<file path="config.mk">
export PLATFORM = sky130hd
export DESIGN_NAME = run_sequencer
export DESIGN_NICKNAME = d
export VERILOG_FILES = /design/src/rtl/run_sequencer.sv
export SDC_FILE = /design/constraint.sdc
export NUM_CORES = 1
export LEC_CHECK = 0
export ABC_CLOCK_PERIOD_IN_PS = 3200
export BUFFER_PORTS_ARGS = -buffer_cell sky130_fd_sc_hd__buf_2
export CORE_MARGIN = 3
export CORE_UTILIZATION = 43
export CTS_BUF_LIST = sky130_fd_sc_hd__clkbuf_4
export DETAILED_ROUTE_END_ITERATION = 10
export GPL_TIMING_DRIVEN = 0
export SYNTH_ARGS = -nofsm -noshare
export SYNTH_HDL_FRONTEND = slang
export SYNTH_SLANG_ARGS = --single-unit
</file>
<file path="constraint.sdc">
create_clock -name clk -period 3.2 [get_ports clk]
set_input_delay 0.64 -clock clk [delete_from_list [all_inputs] [get_ports clk]]
set_output_delay 0.64 -clock clk [all_outputs]
set_load 0.05 [all_outputs]
</file>
<file path="src/rtl/run_sequencer.sv">
// run_sequencer: sequences a downstream core through reset, a timed run and completion
module run_sequencer #(
  parameter int          RST_CYCLES = 4,
  parameter logic [15:0] TIMEOUT    = 16'hFFFF
) (
  input  logic        clk,
  input  logic        reset,
  input  logic        start,
  input  logic        core_done,
  output logic        core_reset,
  output logic        core_req,
  output logic        busy,
  output logic        run_done,
  output logic        timeout,
  output logic [15:0] cycle_count
);
  typedef enum logic [1:0] {IDLE, RESET_CORE, RUN, FINISH} state_t;
  state_t state, state_nx;
  logic [7:0] hold_cnt;
  logic [15:0] cnt_inc;
  assign cnt_inc = cycle_count + 16'd1;
  assign core_reset = state != RUN;
  assign busy = state != IDLE;
  assign run_done = state == FINISH;
  always_comb begin
    state_nx = state;
    case (state)
      IDLE:       state_nx = start ? RESET_CORE : IDLE;
      RESET_CORE: state_nx = hold_cnt == 8'd1 ? RUN : RESET_CORE;
      RUN:        state_nx = (core_done || cnt_inc == TIMEOUT) ? FINISH : RUN;
      default:    state_nx = IDLE;
    endcase
  end
  always_ff @(posedge clk) begin
    if (reset) begin
      state <= IDLE;
      hold_cnt <= 8'd0;
      cycle_count <= 16'd0;
      timeout <= 1'b0;
      core_req <= 1'b0;
    end else begin
      state <= state_nx;
      core_req <= state == RESET_CORE && state_nx == RUN;
      if (state == IDLE && start) begin
        hold_cnt <= 8'(RST_CYCLES);
        cycle_count <= 16'd0;
        timeout <= 1'b0;
      end
      if (state == RESET_CORE) hold_cnt <= hold_cnt - 8'd1;
      if (state == RUN) begin
        cycle_count <= cnt_inc;
        timeout <= !core_done && cnt_inc == TIMEOUT;
      end
    end
  end
endmodule

</file>
* Word-level counts from Yosys, hierarchy flattened
Cells that the tools add are included.
** Cells by class
- Shift-type cells :: 0
- Equality and inequality tests :: 7
- Bitwise operators :: 0
- $add $sub $neg :: 2
- Div/mod/pow operators :: 0
- Reductions and logical operators :: 9
- Multipliers :: 0
- Mux-type cells :: 10
- $lt $le $gt $ge :: 0
** Operators by type and width (count)
- $mux W16 :: 2
- $add A16 B1 Y16 const B :: 1
- $eq A16 B16 Y1 const B :: 1
- $mux W8 :: 2
- $eq A8 B1 Y1 const B :: 1
- $sub A8 B1 Y8 const B :: 1
- $eq A2 B2 Y1 const B :: 3
- $pmux W2 S3 :: 1
- $reduce_bool A2 Y1 :: 3
- $mux W1 :: 4
- $logic_and A1 B1 Y1 :: 3
- $eq A2 B1 Y1 const B :: 1
- $logic_not A2 Y1 :: 1
- $mux W2 :: 1
- $ne A2 B2 Y1 const B :: 1
- $logic_not A1 Y1 :: 1
- $logic_or A1 B1 Y1 :: 1
** Storage, ports and cells
- Memories :: 0
- Bits of input ports :: 4
- Bits in latches :: 0
- Bits in writable memories :: 0
- Register bits after elaboration :: 28
- ROM bits :: 0

* Depth between registers and ports, before layout
Gate-level depths: netlist of run 1.
- Word-level depth :: 7
- Gate-level depth with buffers :: 8
- Mapped depth without buffers :: 7

* Worst setup path before layout of run 1
OpenSTA, ideal clock, no wires.
- Path type :: reg-to-reg
- Start :: register cycle_count[1]
- End :: register cycle_count[10]
- Path slack :: 0.889 ns
- Data arrival time :: 2.241 ns
- Period minus slack after synthesis :: 2.311 ns
- Cell stages (with the launch flop) :: 6
- Required time :: 3.130 ns
- Library setup time :: 0.070 ns
- Cells stage by stage :: dfxtp_1 ha_1 and3_1 nand4_1 or4b_2 a21oi_1
** On the way
- Word-level cells in the longest chain between the ends :: 2
** RTL lines
- start, declared :: RTL line 15 : output logic [15:0] cycle_count
- start signal, assigned :: RTL line 51 : cycle_count <= cnt_inc;
- $add A16 B1 Y16 :: RTL line 21 : assign cnt_inc = cycle_count + 16'd1;
- $mux W16 :: RTL line 50 : if (state == RUN) begin
No other way between the ends.
A chain may end at the register's enable or synchronous reset.

* Final worst setup path of run 1
- Start :: register state[0]
- End :: output core_reset
** On the way
- Word-level cells in the longest chain between the ends :: 1
** RTL lines
- start, declared :: RTL line 18 : state_t state, state_nx;
- start signal, assigned :: RTL line 42 : state <= state_nx;
- $ne A2 B2 Y1 :: RTL line 22 : assign core_reset = state != RUN;
- end, declared :: RTL line 10 : output logic core_reset,
No other way between the ends.

==> run_results.csv, run 1 <==
group,metric,value,unit
clock_network,clock_latency,340,ps
critical_path,cp_max_fo,10,
critical_path,required,2560,ps
sta,rsz0062_at_grt,"false",
final_layout,areaGrowthSynthToFinish,13.9,%
power_and_ir_drop,leakage,0.679,nW
grt,grt_pass1_vias,1469,
sta,tns,0,ps
synthesis,ys_seq_area_share,33.6,%
synthesis,synth_flop_cell,"dfxtp_1",
flow_run,max_cap_violations,0,
outcome,status,"complete, no violations",
critical_path,cp-end-kind,"primary output",
final_layout,nets,240,
synthesis,synth.avg_cell_area,8.22,µm²
clock_network,htree_num_levels,1,
sta,fin_crit_sh,76.2,%
critical_path,cp-start-kind,"flip-flop",
detailed_routing,vias_per_cell,5.85,
sta,final.setup_skew,15.1,ps
grt,grt_usage,19.4,%
floorplan,design.core.area,3690,µm²
detailed_routing,drt_iter0_drc,119,
clock_network,path_clk_slew,150,ps
clock_network,ctsHoldBuffers,0,
synthesis,yosys.area.top_type,"dfxtp_1",
sta,hold_ws,489,ps
critical_path,path_class,"reg2out",
sta,slew_headroom,53.0,%
clock_network,cts_setup_buffers,0,
critical_path,setup.worst_path.start,"state[0]",
final_layout,antennaDiodeCount,0,
grt,grt_first_pass_wirelength,6.83,mm
critical_path,r2r_start,"cycle_count[1]",
final_layout,drive_above_1_share,22.1,%
critical_path,r2r.worst_path.cells,5,
floorplan,initial_core_util,45.3,%
sta,hold_viol_final,0,
grt,grt_max_degree,17,
synthesis,synth-async-reset-ratio,0,%
synthesis,synth_top_area_share,33.6,%
detailed_routing,firstDrtPassIters,5,
floorplan,row_count,22,
final_layout,fillerInstances,366,
synthesis,synth_top_cells_by_area,"dfxtp_1 34%, nor2_1 5.4%, a21oi_1 4.8%",
detailed_routing,drc,0,
worst_hold_path,hp-start,"core_done",
critical_path,rrSetupSlack,890,ps
critical_path,critPathArrivalTime,1800,ps
sta,setup_viol,0,
sta,drv_slew,0,
grt,antenna_found_initial,0,
place,place_hpwl,3.07,mm
floorplan,die_w,68.3,µm
sta,worst_pin_slew,702,ps
clock_network,cts_max_path_buffers,2,
detailed_routing,ant_nets,0,
clock_network,cts_resized,0,
floorplan,boundaryPins,25,
sta,max_freq,0.410,GHz
final_layout,regArea,561,µm²
clock_network,clock-sinks,28,
clock_network,cts_root_buffer,"clkbuf_4",
sta,layout_min_cycle_time,2440,ps
place,gp_congestion,0.853,
synthesis,yosys_warnings,0,
grt,grt-ovfl-total,0,
synthesis,ys_seq_elements,28,
place,portBuffers,24,
power_and_ir_drop,irDropWorstVdd,0.000221,V
synthesis,synth_edf_count,0,
detailed_routing,wire_per_inst,15.1,µm
synthesis,synthCells,203,
floorplan,die_h,68.3,µm
clock_network,numCtsBuffers,3,
power_and_ir_drop,power_density,378,nW/µm²
floorplan,die_area,4660,µm²
worst_hold_path,hp-class,"in2reg",
synthesis,syn_nets,211,
detailed_routing,vias,1633,
worst_hold_path,whs_path_depth,2,
clock_network,cts_tree,"built",
synthesis,synth_cell_types,57,
synthesis,synthesis.area,1670,µm²
detailed_routing,wirelength,4.20,mm
final_layout,multi_input_area,995,µm²
-- report_power, final --
part / switching (mW) / internal (mW)
clock network: 0.114 / 0.127
logic: 0.0670 / 0.0363
registers: 0.0125 / 0.362
-- per-layer routing --
metal  vias to the layer above  GRT usage [%]  part of all wire (%)  wire, µm
met5                         -              0                     0         0
met4                         0           6.20                  0.45        19
met3                         2           1.97                   5.1       213
met2                        47           31.5                    46      1920
met1                       763           26.7                    49      2050
li1                        821              -                     -         -
-- synth_stat cells, drive strengths merged, types with 2 or more instances --
cell    number
dfxtp       28
nor2        24
a21oi       17
nand2       13
o21ai       13
nand3        9
buf          7
a311oi       6
clkbuf       6
inv          6
nand4        6
a31oi        5
nor3         5
and2         4
ha           4
or4          4
a211oi       3
mux2         3
nand4b       3
nor2b        3
nor4         3
and3         2
nand2b       2
nand3b       2
nor3b        2
o21bai       2
o311ai       2
o31ai        2
or2          2
-- placed cells by master (no fill, tap or decap), types with 5 or more instances in the layout --
cell type  Yosys  layout
dfxtp_1       28      28
a31oi_1        5       5
nand2_1       13      13
o21ai_0       13      13
buf_2          1      25
a21oi_1       16      16
inv_1          5       5
nand4_1        5       5
nand3_1        8       8
nor2_1        24      24
clkbuf_1       5       5
a311oi_1       6       6
-- kinds of logic (layout without fill, tap and decap cells) --
family          count (synthesis)  in the layout  share of synthesized area [%]
compound gates                 60             60                           24.0
simple gates                   88             88                           30.1
xor+xnor                        1              1                          0.525
flops                          28             28                           33.6
buf+inv                        19             47                           6.82
mux                             3              3                           2.02
fa+ha+maj                       4              4                           3.00
-- final timing paths --
path / end
setup reg to reg: cycle_count[10]
setup / recovery: core_reset
hold reg to reg: timeout
hold / removal: timeout
-- area by class of cell --
| cell class | instances | share of cell area [%] |
|---|---|---|
| clock inverter | 1 | 1.58 |
| sequential | 28 | 29.5 |
| multi-input combinational | 156 | 52.3 |
| buffer | 13 | 4.80 |
| tap | 48 | 3.16 |
| timing repair buffer | 24 | 6.32 |
| clock buffer | 3 | 1.18 |
| inverter | 6 | 1.18 |
-- per-stage QoR --
stage / cells / instance area (µm²) / util, % / total power, mW / setup WS (ps)
CTS: 279 / 1900 / 51.6 / 0.725 / 748
global route: 279 / 1900 / 51.6 / 0.756 / 597
finish: 279 / 1900 / 51.6 / 0.718 / 760
detailed placement: 275 / 1850 / 50.1 / 0.484 / 963
global placement: 275 / 1850 / 50.1 / 0.481 / 1000
floorplan: 203 / 1670 / - / 0.457 / 889
-- flip-flops by register name, summed over array words and instances, names as in the netlist --
signal / count
core_req: 1
hold_cnt: 8
timeout: 1
cycle_count: 16
state: 2
-- critical path, stage by stage, from the launching register on --
cell and delay [ps]:
dfxtp_1 340, buf_2 200, nor2b_4 80, inv_2 160, clkbuf_1 350, buf_2 340
Power figures use the tool's default switching activity.
==> inputs of run 2 (changes only) <==
--- a/config.mk
+++ b/config.mk
@@ -5,13 +5,14 @@
 export SDC_FILE = /design/constraint.sdc
 export NUM_CORES = 1
 export LEC_CHECK = 0
-export ABC_CLOCK_PERIOD_IN_PS = 3200
+export ABC_CLOCK_PERIOD_IN_PS = 2100
 export BUFFER_PORTS_ARGS = -buffer_cell sky130_fd_sc_hd__buf_2
 export CORE_MARGIN = 3
 export CORE_UTILIZATION = 43
 export CTS_BUF_LIST = sky130_fd_sc_hd__clkbuf_4
 export DETAILED_ROUTE_END_ITERATION = 10
 export GPL_TIMING_DRIVEN = 0
+export PLACE_DENSITY = 0.65
 export SYNTH_ARGS = -nofsm -noshare
 export SYNTH_HDL_FRONTEND = slang
 export SYNTH_SLANG_ARGS = --single-unit
==> constraint.sdc (replaced) <==
create_clock -name clk -period 2.1 [get_ports clk]
set_input_delay 0.42 -clock clk [delete_from_list [all_inputs] [get_ports clk]]
set_output_delay 0.42 -clock clk [all_outputs]
set_load 0.05 [all_outputs]
==> run 2 against run 1 <==
  * Cell count unchanged
  * Sequential cell count did not move
  * Combinational power grew 50%
  * Register-to-register slack got worse by 760 ps
  * Die area stayed put
  * Largest cell class unchanged
  * Highest routed layer unchanged
==> run_results.csv, run 2 (synthesized netlist as in run 1, its figures left out) <==
group,metric,value,unit
outcome,status,"complete, no violations",
power_and_ir_drop,power_density,506,nW/µm²
critical_path,cp-start-kind,"flip-flop",
clock_network,clock_latency,330,ps
sta,max_freq,0.504,GHz
final_layout,regMostFlops,"cycle_count",
floorplan,die_area,4660,µm²
floorplan,die_h,68.3,µm
critical_path,required,1680,ps
floorplan,design.core.area,3690,µm²
detailed_routing,ant_nets,0,
grt,antenna_found_initial,0,
power_and_ir_drop,leakage,0.673,nW
floorplan,row_count,22,
clock_network,ctsHoldBuffers,0,
sta,hold_ws,272,ps
detailed_routing,drt_iter0_drc,54,
worst_hold_path,hp-class,"in2reg",
grt,grt_first_pass_wirelength,6.74,mm
place,place_hpwl,2.88,mm
worst_hold_path,whs_path_depth,2,
clock_network,htree_num_levels,1,
detailed_routing,vias_per_cell,5.87,
sta,drv_slew,0,
sta,tns,0,ps
critical_path,max_stage_delay,460,ps
detailed_routing,wire_per_inst,14.6,µm
critical_path,cp_cell_sequence,"nor2b_4 > inv_2 > clkbuf_4 > buf_4",
detailed_routing,met1_length,2.14,mm
grt,grt-ovfl-total,0,
final_layout,antennaDiodeCount,0,
final_layout,final_cells,279,
critical_path,cp_max_fo,10,
detailed_routing,dr_wl_met3,156,µm
clock_network,cts_setup_buffers,0,
clock_network,clock-sinks,28,
sta,hold_viol_final,0,
detailed_routing,top_layer,"met4",
sta,fin_crit_sh,94.5,%
sta,setup_viol,0,
critical_path,r2r.worst_path.cells,5,
final_layout,largest_register_ffs,16,
critical_path,crit_buf_inv,3,
final_layout,drive_above_1_share,26.0,%
critical_path,critPathArrivalTime,1560,ps
place,pre_cts_slack,-16.2,ps
clock_network,numCtsBuffers,3,
critical_path,cp-end-kind,"primary output",
critical_path,path_class,"reg2out",
final_layout,final_cell_mix,"24 x buf_2, 24 x nor2_1, 21 x dfxtp_1",
sta,rsz0062_at_grt,"false",
detailed_routing,drc,0,
critical_path,slowest_stage,"dfxtp_1",
flow_run,max_cap_violations,0,
detailed_routing,vias,1639,
floorplan,die_w,68.3,µm
power_and_ir_drop,irDropWorstVdd,0.000364,V
grt,grt_pass1_vias,1391,
place,gp_congestion,0.852,
final_layout,largestRegisters,"cycle_count x16, hold_cnt x8, state x2",
floorplan,initial_core_util,45.3,%
final_layout,areaGrowthSynthToFinish,14.2,%
critical_path,path_depth,4,
clock_network,cts_tree,"built",
clock_network,path_clk_slew,160,ps
grt,grt_max_degree,16,
clock_network,cts_root_buffer,"clkbuf_4",
sta,slew_headroom,52.4,%
sta,final.setup_skew,4.65,ps
detailed_routing,wirelength,4.07,mm
clock_network,cts_max_path_buffers,2,
floorplan,boundaryPins,25,
place,placed_cells,275,
place,portBuffers,24,
sta,worst_pin_slew,711,ps
grt,grt_usage,18.9,%
critical_path,cp_top_family,"buffers and inverters",
sta,layout_min_cycle_time,1980,ps
detailed_routing,wl_met2,1.74,mm
sta,setup_ws,117,ps
detailed_routing,firstDrtPassIters,4,
final_layout,nets,240,
==> run 2: layout make-up <==
type | instances | area, µm²
buffer | 13 | 95.1
clock buffer | 3 | 22.5
clock inverter | 1 | 3.75
fill | 376 | 1780
inverter | 6 | 22.5
multi-input combinational | 156 | 1010
sequential | 28 | 572
tap | 48 | 60.1
timing repair buffer | 24 | 123
==> run 2: report_power, final <==
part | switching (mW) | internal, mW
Sequential | 0.0189 | 0.550
Clock | 0.172 | 0.0699
Combinational | 0.0986 | 0.0556
Total | 0.290 | 0.676
==> run 2: path summary, 6_finish.rpt <==
path / start / end / slack (ps)
max: state[1] / core_reset / 120
min: core_done / timeout / 270
max reg2reg: cycle_count[5] / state[0] / 130
min reg2reg: timeout / timeout / 520
==> run 2: layer usage <==
| metal | vias up | track usage (%) |
|---|---|---|
| li1 | 814 | - |
| met1 | 787 | 28.1 |
| met2 | 34 | 29.6 |
| met3 | 4 | 1.97 |
| met4 | 0 | 2.98 |
| met5 | - | 0 |
==> run 2: stage by stage <==
step	util, %	total power, mW	instance area [µm²]
after floorplan	-	0.696	1680
after CTS	51.2	0.973	1890
after global placement	50.4	0.734	1860
after global routing	51.7	1.02	1910
after detailed placement	50.4	0.736	1860
final	51.7	0.966	1910
==> run 2: what timing repair did <==
action / CTS / global route
pin swaps: 0 / 1
gates resized for setup: 2 / 8
setup endpoints to repair: 2 / 4
==> inputs of run 3 (changes only) <==
--- a/config.mk
+++ b/config.mk
@@ -5,6 +5,7 @@
 export SDC_FILE = /design/constraint.sdc
 export NUM_CORES = 1
 export LEC_CHECK = 0
+export ABC_AREA = 1
 export ABC_CLOCK_PERIOD_IN_PS = 2100
 export BUFFER_PORTS_ARGS = -buffer_cell sky130_fd_sc_hd__buf_2
 export CORE_MARGIN = 3
@@ -12,7 +13,7 @@
 export CTS_BUF_LIST = sky130_fd_sc_hd__clkbuf_4
 export DETAILED_ROUTE_END_ITERATION = 10
 export GPL_TIMING_DRIVEN = 0
-export PLACE_DENSITY = 0.65
+export PLACE_DENSITY = 0.66
 export SYNTH_ARGS = -nofsm -noshare
 export SYNTH_HDL_FRONTEND = slang
 export SYNTH_SLANG_ARGS = --single-unit
==> run 3 against run 2 <==
  * Synthesized area shrank 2.6%
  * Power rose by 2.0%
  * Via count shrank 2.3%
  * Non-clock buffer count fell by 9
  * Final area fell by 3.6%
  * Critical path depth did not move
  * Routed wire length decreased by 9.1%
  * Sequential cell count unchanged
  * Clock power is 4% lower
==> run_results.csv, run 3 <==
group,metric,value,unit
outcome,status,"complete, no violations",
floorplan,boundaryPins,25,
critical_path,rrSetupSlack,280,ps
synthesis,yosys_warnings,0,
detailed_routing,wire_per_inst,11.6,µm
synthesis,synth.avg_cell_area,6.61,µm²
final_layout,largestRegisters,"cycle_count x16, hold_cnt x8, state x2",
critical_path,cp-end-kind,"primary output",
grt,grt_max_degree,16,
synthesis,ys_seq_area_share,34.5,%
floorplan,die_h,67.5,µm
synthesis,synthesis.area,1630,µm²
synthesis,synth_common_cells,"77 x nand2_1, 29 x inv_1, 28 x dfxtp_1",
floorplan,die_w,67.5,µm
sta,tns,0,ps
worst_hold_path,hold_end,"hold_cnt[1]",
critical_path,path_class,"reg2out",
synthesis,syn_nets,254,
clock_network,cts_setup_buffers,0,
power_and_ir_drop,leakage,0.751,nW
grt,grt-ovfl-total,0,
final_layout,nets,283,
power_and_ir_drop,irDropWorstVdd,0.000393,V
clock_network,cts_tree,"built",
flow_run,max_cap_violations,0,
sta,hold_viol_final,0,
clock_network,path_clk_slew,140,ps
sta,worst_pin_slew,562,ps
final_layout,fillerInstances,353,
critical_path,required,1680,ps
sta,layout_min_cycle_time,1860,ps
synthesis,yosys.area.top_type,"dfxtp_1",
final_layout,regArea,562,µm²
detailed_routing,drt_iter0_drc,78,
critical_path,cp_max_fo,8,
sta,max_freq,0.536,GHz
worst_hold_path,hp-class,"in2reg",
final_layout,regMostFlops,"cycle_count",
critical_path,r2r_start,"cycle_count[0]",
synthesis,synth_top_cells_by_area,"dfxtp_1 34%, nand2_1 18%, inv_1 6.7%",
detailed_routing,vias,1602,
grt,grt_pass1_vias,1453,
place,portBuffers,24,
grt,grt_usage,18.6,%
sta,slew_headroom,62.4,%
detailed_routing,wirelength,3.70,mm
critical_path,critPathArrivalTime,1440,ps
grt,antenna_found_initial,0,
sta,drv_slew,0,
synthesis,synth_top_area_share,34.5,%
critical_path,r2r.worst_path.cells,15,
sta,fin_crit_sh,88.8,%
clock_network,clock_latency,330,ps
place,placed_area,1800,µm²
synthesis,ys_seq_elements,28,
floorplan,die_area,4550,µm²
detailed_routing,firstDrtPassIters,4,
synthesis,synth_flop_cell,"dfxtp_1",
final_layout,largest_register_ffs,16,
final_layout,final_cell_mix,"77 x nand2_1, 29 x inv_1, 27 x dfxtp_1",
clock_network,numCtsBuffers,3,
sta,setup_viol,0,
critical_path,cp-start-kind,"flip-flop",
clock_network,cts_root_buffer,"clkbuf_4",
floorplan,row_count,21,
floorplan,initial_core_util,46.5,%
worst_hold_path,hp-start,"reset",
final_layout,multi_input_area,943,µm²
final_layout,antennaDiodeCount,0,
synthesis,synth_most_common_cell,"nand2_1",
final_layout,areaGrowthSynthToFinish,13.1,%
clock_network,clock-sinks,28,
floorplan,design.core.area,3490,µm²
critical_path,reg2reg_to,"state[0]",
final_layout,drive_above_1_share,17.5,%
grt,grt_first_pass_wirelength,6.53,mm
detailed_routing,ant_nets,0,
detailed_routing,vias_per_cell,5.01,
detailed_routing,drc,0,
clock_network,htree_num_levels,1,
sta,final.setup_skew,14.6,ps
synthesis,synth_edf_count,0,
worst_hold_path,whs_path_depth,2,
place,gp_congestion,0.822,
final_layout,postLayoutCellArea,1840,µm²
final_layout,layout_commonest_cell,"nand2_1",
sta,rsz0062_at_grt,"false",
synthesis,synth_cell_types,29,
synthesis,synth-async-reset-ratio,0,%
clock_network,cts_max_path_buffers,2,
synthesis,synthCells,246,
power_and_ir_drop,power_density,536,nW/µm²
place,place_hpwl,2.80,mm
final_layout,final_util,52.6,%
[run 3: cell types whose count changed after synthesis, moves of 6 or more]
| cell | previous run | this run |
|---|---|---|
| nor2_1 | 24 | 18 |
| nand2_1 | 13 | 77 |
| nor2_2 | 0 | 7 |
| inv_1 | 5 | 29 |
| nand3_1 | 8 | 16 |
| o21ai_0 | 13 | 6 |
[run 3: worst max-delay path by stage]
stage | end | slack (ps) | from | cells past startpoint
global placement | state[0] | 270 | cycle_count[1] | 15
detailed placement | state[0] | 250 | cycle_count[1] | 15
global route | state[0] | 70 | cycle_count[0] | 15
floorplan | state[0] | 40 | cycle_count[1] | 15
finish | core_reset | 240 | state[1] | 4
CTS | core_reset | 90 | state[1] | 4
[run 3: power breakdown]
| part | internal [mW] | switching, mW | leakage, nW |
|---|---|---|---|
| registers | 0.555 | 0.0235 | 0.227 |
| clock network | 0.0698 | 0.162 | 0.0154 |
| logic | 0.0555 | 0.120 | 0.508 |
[run 3: kinds of logic (layout without fill, tap and decap cells)]
family,Yosys count,count (layout),synth area share (%)
AND/OR/NAND/NOR,143,143,41.3
flip-flops,28,28,34.5
buffers and inverters,34,62,7.93
AO/OA/AOI/OAI,34,34,11.6
adder cells (fa/ha/maj),4,4,3.08
XOR/XNOR,3,3,1.62
[run 3: per-stage QoR]
stage          power (mW)  instances  hold slack, ps  setup slack (ps)
2_1_floorplan       0.719        246             437              42.1
3_3_place_gp        0.761        316             458               266
3_5_place_dp        0.763        316             456               253
4_1_cts             0.998        320             317              91.0
5_1_grt              1.05        320             321              69.1
6_report            0.985        320             331               236
[run 3: cell type report]
class	count	share of cell area, %
Buffer	4	0.885
Clock buffer	3	1.23
Clock inverter	1	0.204
Inverter	30	6.13
Multi-Input combinational cell	184	51.3
Sequential cell	28	30.6
Tap cell	46	3.13
Timing Repair Buffer	24	6.54
[run 3: worst max-delay path: stages (launching register included)]
cell and delay (ps):
dfxtp_1 430, inv_1 130, nor2_4 220, inv_1 110
buf_2 220
[run 3: repair_timing]
action,4_1_cts,5_1_grt
hold buffers,0,0
endpoints found under the setup margin,1,2
resized for setup,1,2
[run 3: layer usage]
| metal | part of all wire, % | GRT usage [%] |
|---|---|---|
| met2 | 43 | 29.9 |
| met3 | 4.3 | 3.99 |
| met4 | 0.65 | 3.80 |
| met5 | 0 | 0 |
| met1 | 52 | 25.5 |
